[src/rtl/wfg_interconnect_xbar.sv]
// ----------------------------------------------------------------------------
// wfg_interconnect_xbar
//
// AXI-stream crossbar between the stimulus cores and the driver cores. Each
// driver picks one stimulus source through its select field; a source may
// feed several drivers at once, in which case the beat is handed to all of
// them in the same cycle or to none of them. Every driver output is a
// one-entry register slice. Select changes apply every cycle, or only on the
// pattern sync pulse when sync mode is on.
//
// Ports:
//   wb_clk_i             clock
//   wb_rst_i             synchronous active-high reset
//   ctrl_en_q_i          global enable (gates new loads only)
//   ctrl_sync_mode_q_i   0: select applied every cycle, 1: only on sync pulse
//   wfg_pat_sync_i       pattern sync pulse
//   driver_select_q_i    requested source per driver, field d at [d*SELW +: SELW]
//   stimulus_tvalid_i    stimulus valid, one bit per source
//   stimulus_tdata_i     stimulus data, source s at [s*W +: W]
//   stimulus_tready_o    stimulus ready, one bit per source
//   driver_tvalid_o      registered driver valid
//   driver_tdata_o       registered driver data
//   driver_tready_i      driver ready
//   active_select_o      select currently in force
//   sel_pending_o        requested select differs from the one in force
// ----------------------------------------------------------------------------
module wfg_interconnect_xbar #(
    parameter int NUM_STIMULI     = 4,
    parameter int NUM_DRIVERS     = 4,
    parameter int AXIS_DATA_WIDTH = 32,
    parameter int SELW            = $clog2(NUM_STIMULI + 1)
) (
    input  logic                                   wb_clk_i,
    input  logic                                   wb_rst_i,
    input  logic                                   ctrl_en_q_i,
    input  logic                                   ctrl_sync_mode_q_i,
    input  logic                                   wfg_pat_sync_i,
    input  logic [NUM_DRIVERS*SELW-1:0]            driver_select_q_i,
    input  logic [NUM_STIMULI-1:0]                 stimulus_tvalid_i,
    input  logic [NUM_STIMULI*AXIS_DATA_WIDTH-1:0] stimulus_tdata_i,
    output logic [NUM_STIMULI-1:0]                 stimulus_tready_o,
    output logic [NUM_DRIVERS-1:0]                 driver_tvalid_o,
    output logic [NUM_DRIVERS*AXIS_DATA_WIDTH-1:0] driver_tdata_o,
    input  logic [NUM_DRIVERS-1:0]                 driver_tready_i,
    output logic [NUM_DRIVERS*SELW-1:0]            active_select_o,
    output logic                                   sel_pending_o
);

    localparam int W = AXIS_DATA_WIDTH;

    logic [NUM_DRIVERS*SELW-1:0] active_sel_q;
    logic [NUM_DRIVERS-1:0]      drv_valid_q;
    logic [NUM_DRIVERS*W-1:0]    drv_data_q;

    logic [NUM_DRIVERS-1:0]      slot_free;
    logic [NUM_STIMULI-1:0]      src_claimed;
    logic [NUM_STIMULI-1:0]      src_blocked;
    logic [NUM_STIMULI-1:0]      src_ready;
    logic [NUM_STIMULI-1:0]      src_xfer;
    logic [NUM_DRIVERS-1:0]      drv_load;
    logic [NUM_DRIVERS*W-1:0]    drv_load_data;
    logic                        commit;

    // A slot is free if empty or being drained this cycle. A source is ready
    // only if every driver listening to it can take the beat, which makes the
    // fan-out all-or-nothing. Select codes >= NUM_STIMULI match no source, so
    // a disconnected driver never loads and claims nothing.
    always_comb begin
        slot_free   = ~drv_valid_q | driver_tready_i;
        src_claimed = '0;
        src_blocked = '0;
        for (int d = 0; d < NUM_DRIVERS; d++) begin
            for (int s = 0; s < NUM_STIMULI; s++) begin
                if (active_sel_q[d*SELW +: SELW] == SELW'(s)) begin
                    src_claimed[s] = 1'b1;
                    if (!slot_free[d]) begin
                        src_blocked[s] = 1'b1;
                    end
                end
            end
        end
        src_ready = {NUM_STIMULI{ctrl_en_q_i}} & src_claimed & ~src_blocked;
        src_xfer  = src_ready & stimulus_tvalid_i;
    end

    // Loads follow the registered select, so a same-cycle commit only affects
    // the next beat.
    always_comb begin
        drv_load      = '0;
        drv_load_data = '0;
        for (int d = 0; d < NUM_DRIVERS; d++) begin
            for (int s = 0; s < NUM_STIMULI; s++) begin
                if (active_sel_q[d*SELW +: SELW] == SELW'(s)) begin
                    drv_load[d]               = src_xfer[s];
                    drv_load_data[d*W +: W]   = stimulus_tdata_i[s*W +: W];
                end
            end
        end
    end

    assign commit = !ctrl_sync_mode_q_i || wfg_pat_sync_i;

    always_ff @(posedge wb_clk_i) begin
        if (wb_rst_i) begin
            active_sel_q <= '0;
            drv_valid_q  <= '0;
            drv_data_q   <= '0;
        end else begin
            if (commit) begin
                active_sel_q <= driver_select_q_i;
            end
            for (int d = 0; d < NUM_DRIVERS; d++) begin
                if (drv_load[d]) begin
                    drv_valid_q[d]       <= 1'b1;
                    drv_data_q[d*W +: W] <= drv_load_data[d*W +: W];
                end else if (driver_tready_i[d]) begin
                    // Data is left as-is on drain; only valid drops.
                    drv_valid_q[d] <= 1'b0;
                end
            end
        end
    end

    assign stimulus_tready_o = src_ready;
    assign driver_tvalid_o   = drv_valid_q;
    assign driver_tdata_o    = drv_data_q;
    assign active_select_o   = active_sel_q;
    assign sel_pending_o     = (driver_select_q_i != active_sel_q);

endmodule
[config.mk]
export PLATFORM = sky130hd
export DESIGN_NAME = wfg_interconnect_xbar
export DESIGN_NICKNAME = d
export VERILOG_FILES = /design/src/rtl/wfg_interconnect_xbar.sv
export SDC_FILE = /design/constraint.sdc
export NUM_CORES = 1
export LEC_CHECK = 0
export CORE_AREA = 5 5 187 189
export CTS_CLUSTER_DIAMETER = 30
export CTS_CLUSTER_SIZE = 40
export DETAILED_ROUTE_END_ITERATION = 8
export DIE_AREA = 0 0 192 194
export PLACE_DENSITY = 0.66
export SLEW_MARGIN = 20
export SYNTH_ARGS = -nofsm -noshare
export SYNTH_HDL_FRONTEND = slang
export SYNTH_SLANG_ARGS = --single-unit
[constraint.sdc]
create_clock -name wb_clk_i -period 2.6 [get_ports wb_clk_i]
set_input_delay 0.52 -clock wb_clk_i [delete_from_list [all_inputs] [get_ports wb_clk_i]]
set_output_delay 0.52 -clock wb_clk_i [all_outputs]
set_load 0.01 [all_outputs]
==> results of run 1 <==
-- per-layer routing --
metal  GRT usage  vias up
met5           0        -
met4     0.04173        0
met3     0.04915       38
met2      0.3276      327
met1      0.2651     4212
li1            -     3840
-- power groups by stage --
stage / registers (W) / clock network, W / logic [W]
after floorplan: 0.00252 / 0 / 0.000994
after global placement: 0.00249 / 0 / 0.00191
after detailed placement: 0.00250 / 0 / 0.00193
after CTS: 0.00245 / 0.00253 / 0.00197
after global routing: 0.00247 / 0.00262 / 0.00211
final: 0.00245 / 0.00247 / 0.00197
-- cell families after synthesis --
group | count (synthesis) | synth area share
compound gates | 36 | 0.03167
xor+xnor | 12 | 0.01077
buf+inv | 84 | 0.04462
flops | 144 | 0.2954
mux | 256 | 0.4267
simple gates | 352 | 0.1909
-- synthesized netlist by cell type (all sizes together), types with 2 or more instances --
master,count,share of area
a211oi,2,0.0041
a21oi,16,0.0082
a221oi,2,0.0054
a31oi,4,0.0026
a32oi,2,0.0018
and2,3,0.0022
buf,41,0.028
clkbuf,38,0.015
dfxtp,144,0.30
inv,5,0.0019
mux2i,128,0.13
mux4,128,0.30
nand2,156,0.060
nand2b,133,0.085
nand3,4,0.0021
nand3b,4,0.0031
nand4,6,0.0051
nor2,11,0.0045
nor2b,3,0.0019
nor3,7,0.0036
nor3b,11,0.0095
nor4,7,0.0067
o21ai,3,0.0019
xor2,12,0.011
-- what timing repair did --
action | in CTS | in global routing
gates resized for setup | 34 | 8
endpoints found under the hold margin | 0 | 0
buffers inserted | 1 | 1
gates cloned | 2 | 0
endpoints found under the setup margin | 5 | 36
pin swaps | 4 | 3
-- per-stage QoR --
step	utilization	area, um^2
final	0.4306	14260
after global placement	0.4053	13420
after detailed placement	0.4061	13450
after floorplan	-	9759
after global routing	0.4306	14260
after CTS	0.4288	14200
-- layout by cell type (no fill, tap or decap), drive strengths merged, types with 2 or more instances in the layout --
master	count
a211oi	2
nor3	7
dlymetal6s2s	2
a31oi	4
nand4	6
nand2b	133
clkinvlp	3
clkinv	4
inv	8
bufbuf	2
nor4	7
buf	54
and2	3
mux2i	128
mux4	128
nor2b	3
a32oi	2
nand3b	4
xor2	12
o21ai	3
nor3b	11
nand3	4
dlygate4sd2	2
clkdlybuf4s50	294
a221oi	2
dfxtp	144
nand2	156
a21oi	16
nor2	11
clkbuf	22
-- sequential cells by signal, indices dropped and copies added (netlist names) --
name	cells
driver_tdata_o	128
active_select_o	12
driver_tvalid_o	4
-- final cells by class --
class	instances	area [um^2]	share of cell area
well taps	448	560.5	0.03931
diodes	1	2.502	0.0001755
flip-flops and latches	144	2917	0.2045
inverters	5	18.77	0.001316
repair buffers	356	3647	0.2558
clock buffers	21	460.4	0.03229
clock inverters	11	106.4	0.007458
multi-input cells	656	6548	0.4592
-- worst min-delay path by stage --
stage	from	end	slack (ns)	cells after the start
after floorplan	driver_tdata_o[127]$_SDFFE_PP0P_	driver_tdata_o[127]$_SDFFE_PP0P_	0.50	2
after global placement	driver_tdata_o[1]$_SDFFE_PP0P_	driver_tdata_o[1]$_SDFFE_PP0P_	0.46	2
after detailed placement	driver_tdata_o[14]$_SDFFE_PP0P_	driver_tdata_o[14]$_SDFFE_PP0P_	0.47	2
after CTS	wb_rst_i	driver_tvalid_o[1]$_SDFFE_PP0P_	0.44	2
after global routing	wb_rst_i	driver_tvalid_o[2]$_SDFFE_PP0P_	0.45	2
final	wb_rst_i	driver_tvalid_o[1]$_SDFFE_PP0P_	0.46	2
==> impl_metrics.csv, run 1 <==
group,metric,value,unit
critical_path,slowest_delay,0.54,ns
drt,drc_errors,0,
synthesis,synth-edff-count,0,
drt,met2_length,17750,um
grt,grt_pass1_vias,8985,
synthesis,syn_avg_cell_area,11.04,um^2
sta,slew_viol_final,0,
power,p_int,0.004816,W
layout,drive_gt1_frac,0.2171,
power,ir_worst_vdd,0.4266,mV
layout,area_growth,46.12,%
synthesis,syn_nets,1037,
drt,viasPerCell,5.126,
synthesis,ys_ff_latch,144,
critical_path,endpoint_kind,"output port",
synthesis,ys_types,48,
sta,period_share,1.006,
flow_run,drv_cap,0,
layout,nets,1333,
critical_path,cp_top_family,"buffers and inverters",
critical_path,reg2reg_depth,9,
power,seq_power_share,0.356,
cts,cts_buffers,17,
drt,drt-initial-drc-count,646,
grt,grt_max_degree,142,
power,power_density,483.2,mW/mm^2
grt,gr-total-overflow,0,
sta,min_period,2.617,ns
synthesis,ys_warn_count,0,
place,place_ws,-0.4662,ns
cts,clk_pin_slew,0.07,ns
critical_path,arrival,2.10,ns
power,power.share.clock,0.359,
place,dpl.cell_count,1604,
drt,wl,37050,um
synthesis,ys.flop_type,"dfxtp_1",
power,combPwrFrac,0.286,
synthesis,syn_area,0.009759,mm^2
run_status,status,"finished, violations left",
sta,rsz0062_at_grt,"yes",
grt,grtUsageTotal,0.1984,
cts,clock_latency,0.43,ns
sta,fin_ws,-0.01679,ns
floorplan,dieArea,0.03725,mm^2
critical_path,crit_required,2.08,ns
sta,fin_skew,0.01395,ns
drt,wl_per_cell,22.56,um
place,io_buffer_count,301,
synthesis,async_reset_ff_frac,0,
drt,wl_met1,16180,um
drt,top_signal_layer_used,"met4",
power,p_switching,0.002075,W
critical_path,critPathLaunch,"driver_tready_i[3]",
sta,worst_pin_slew,1.082,ns
grt,grt_pass1_wl,56370,um
synthesis,synthCells,884,
synthesis,seq_area_frac_synth,0.2954,
power,swShare,0.3011,
critical_path,rrSetupSlack,0.22,ns
power,leakage,5.568,nW
sta,setup_viol,1,
floorplan,start_util,0.2947,
floorplan,die_width,192,um
place,gp_congestion,0.8631,
sta,tns,-0.01679,ns
critical_path,crit_chain,"clkdlybuf4s50_1 -> or4b_4 -> nor2_4 -> nor4_4 -> buf_4 -> dlygate4sd2_1",
cts,clock_tree.root_cell,"clkbuf_16",
critical_path,critPathKind,"in -> out",
floorplan,coreArea,0.03311,mm^2
critical_path,critPathLaunchType,"input pin",
sta,fmax,382.1,MHz
power,finalPower,0.006891,W
min_path,hold_class,"in -> reg",
cts,hold_buffers,0,
cts,cts.sinks,144,
critical_path,critPathBufInv,3,
critical_path,cp_max_fo,3,
layout,stdcell_count,1642,
grt,antenna_found_initial,0,
sta,holdWs,0.4561,ns
critical_path,critPathCapture,"stimulus_tready_o[2]",
cts,clockBufferDepth,2,
critical_path,cp.depth,6,
floorplan,ios,302,
drt,first_pass_iters,5,
layout,fillCellCount,3148,
place,hpwl,25410,um
sta,slew_headroom,0.2768,
drt,drtAntennaViolNets,0,
drt,met3_length,2655,um
run_status,violations,"negative setup slack",
cts,htree_levels,4,
critical_path,crit_path_top_delay_cell,"or4b_4",
floorplan,rows,67,
drt,vias,8417,
floorplan,fp.dieH,194,um
critical_path,rr_endpoint,"driver_tdata_o[70]$_SDFFE_PP0P_",
sta,hold_violations,0,
critical_path,r2r_start,"active_select_o[5]$_SDFFE_PP0P_",
cts,tritoncts,"built",
No activity file was read; power rests on OpenSTA's default activity.
==> run 2: changes to the inputs <==
- CORE_AREA: 5 5 187 189 -> 5 5 173 175
- DIE_AREA: 0 0 192 194 -> 0 0 178 180
- PLACE_DENSITY: 0.66 -> 0.74
==> impl_metrics.csv, run 2 (synthesis results as in run 1) <==
group,metric,value,unit
place,gp_congestion,0.8627,
sta,fin_ws,0.07925,ns
sta,slew_viol_final,0,
sta,hold_violations,0,
floorplan,rows,62,
cts,cts.sinks,144,
flow_run,drv_cap,0,
critical_path,crit_required,2.08,ns
drt,wl_per_cell,21.58,um
cts,clockBufferDepth,2,
sta,worst_pin_slew,0.9810,ns
cts,tritoncts,"built",
drt,vias,8558,
power,power_density,483.7,mW/mm^2
grt,grt_pass1_vias,8968,
floorplan,dieArea,0.03204,mm^2
place,place_ws,-0.4582,ns
cts,htree_levels,4,
drt,wl,34190,um
floorplan,coreArea,0.02831,mm^2
grt,antenna_found_initial,2,
sta,rsz0062_at_grt,"no",
cts,cts_buffers,17,
drt,drt-initial-drc-count,506,
floorplan,ios,302,
critical_path,critPathLaunchType,"flip-flop",
floorplan,fp.dieH,180,um
critical_path,critPathKind,"reg -> out",
power,finalPower,0.006825,W
critical_path,endpoint_kind,"output port",
layout,layout_common_cells,"293 x clkdlybuf4s50_1, 156 x nand2_1, 133 x nand2b_1",
floorplan,die_width,178,um
critical_path,rrSetupSlack,0.17,ns
cts,clock_latency,0.41,ns
grt,grt_max_degree,78,
sta,fmax,396.7,MHz
layout,final_common_cell,"clkdlybuf4s50_1",
sta,setup_viol,0,
grt,grtUsageTotal,0.2087,
power,leakage,5.563,nW
layout,fillCellCount,2601,
power,ir_worst_vdd,0.4200,mV
layout,largest_reg_flops,128,
sta,min_period,2.521,ns
critical_path,arrival,2.00,ns
drt,drc_errors,0,
drt,first_pass_iters,5,
grt,grt_pass1_wl,51780,um
layout,area_growth,44.59,%
cts,clock_tree.root_cell,"clkbuf_16",
drt,drtAntennaViolNets,0,
min_path,hold_class,"reg -> reg",
sta,slew_headroom,0.3445,
layout,drive_gt1_frac,0.2202,
floorplan,start_util,0.3447,
drt,viasPerCell,5.403,
sta,fin_skew,0.009221,ns
place,hpwl,25050,um
sta,period_share,0.9695,
place,io_buffer_count,301,
run_status,status,"finished, final reports clean",
layout,nets,1339,
grt,gr-total-overflow,0,
cts,clk_pin_slew,0.06,ns
critical_path,cp_max_fo,17,
run 2: cell types whose count changed in the layout (fill, tap and decap cells not counted), moves of 3 or more:
cell,change
buf_4,+10
clkinvlp_4,-3
dfxtp_2,+5
dfxtp_4,-4
inv_6,+3
run 2: final timing paths:
kind	from	end	depth (start not counted)
max	active_select_o[1]$_SDFFE_PP0P_	active_select_o[1]	3
min	driver_tdata_o[42]$_SDFFE_PP0P_	driver_tdata_o[42]$_SDFFE_PP0P_	2
max reg2reg	active_select_o[11]$_SDFFE_PP0P_	driver_tdata_o[81]$_SDFFE_PP0P_	8
min reg2reg	driver_tdata_o[42]$_SDFFE_PP0P_	driver_tdata_o[42]$_SDFFE_PP0P_	2
run 2: power by group:
group / switching, W / leakage [nW] / internal [W]
Sequential: 0.000112 / 1.18 / 0.00234
Clock: 0.00109 / 0.289 / 0.00135
Combinational: 0.000850 / 4.10 / 0.00108
run 2: per-layer routing:
metal,part of all wire,wire [um],up-vias,GRT usage
li1,-,-,3846,-
met1,0.39,13340,4175,0.2589
met2,0.49,16910,465,0.3531
met3,0.090,3064,70,0.05021
met4,0.025,855,2,0.07395
met5,0.00058,20,-,0
run 2: per-stage QoR:
stage | instance area (um^2) | setup TNS, ns | hold WS [ns] | utilization | instances
2_1_floorplan | 9759 | 0 | 0.4958 | - | 884
3_3_place_gp | 13430 | -18.04 | 0.4586 | 0.4742 | 1549
3_5_place_dp | 13430 | -21.69 | 0.4641 | 0.4742 | 1549
4_1_cts | 14100 | -0.04369 | 0.4761 | 0.4979 | 1583
5_1_grt | 14110 | 0 | 0.4966 | 0.4984 | 1584
6_report | 14110 | 0 | 0.4712 | 0.4984 | 1584
run 2: critical path: stages (launching register included):
cell and delay [ns]:
dfxtp_2 0.46, buf_4 0.19, buf_4 0.31, clkdlybuf4s50_1 0.63
run 2: timing repair:
item | in CTS | in global routing
pin swaps | 5 | 2
hold buffers | 0 | 0
gates cloned | 0 | 0
endpoints found under the setup margin | 5 | 10
resized for setup | 26 | 6
buffers inserted | 2 | 0
run 2: cell type report:
cell class / count / area [um^2] / share of cell area
antenna: 1 / 2.502 / 0.0001773
clock buffer: 17 / 425.4 / 0.03015
clock inverter: 15 / 150.1 / 0.01064
inverter: 5 / 18.77 / 0.001330
multi-input combinational: 656 / 6534 / 0.4630
sequential: 144 / 2908 / 0.2061
tap: 384 / 480.5 / 0.03405
timing repair buffer: 362 / 3592 / 0.2546
==> run 3: changes to the inputs <==
- SLEW_MARGIN: 20 -> default
==> results of run 3 <==
The final DEF is identical to that of run 2; final timing and power are the same.
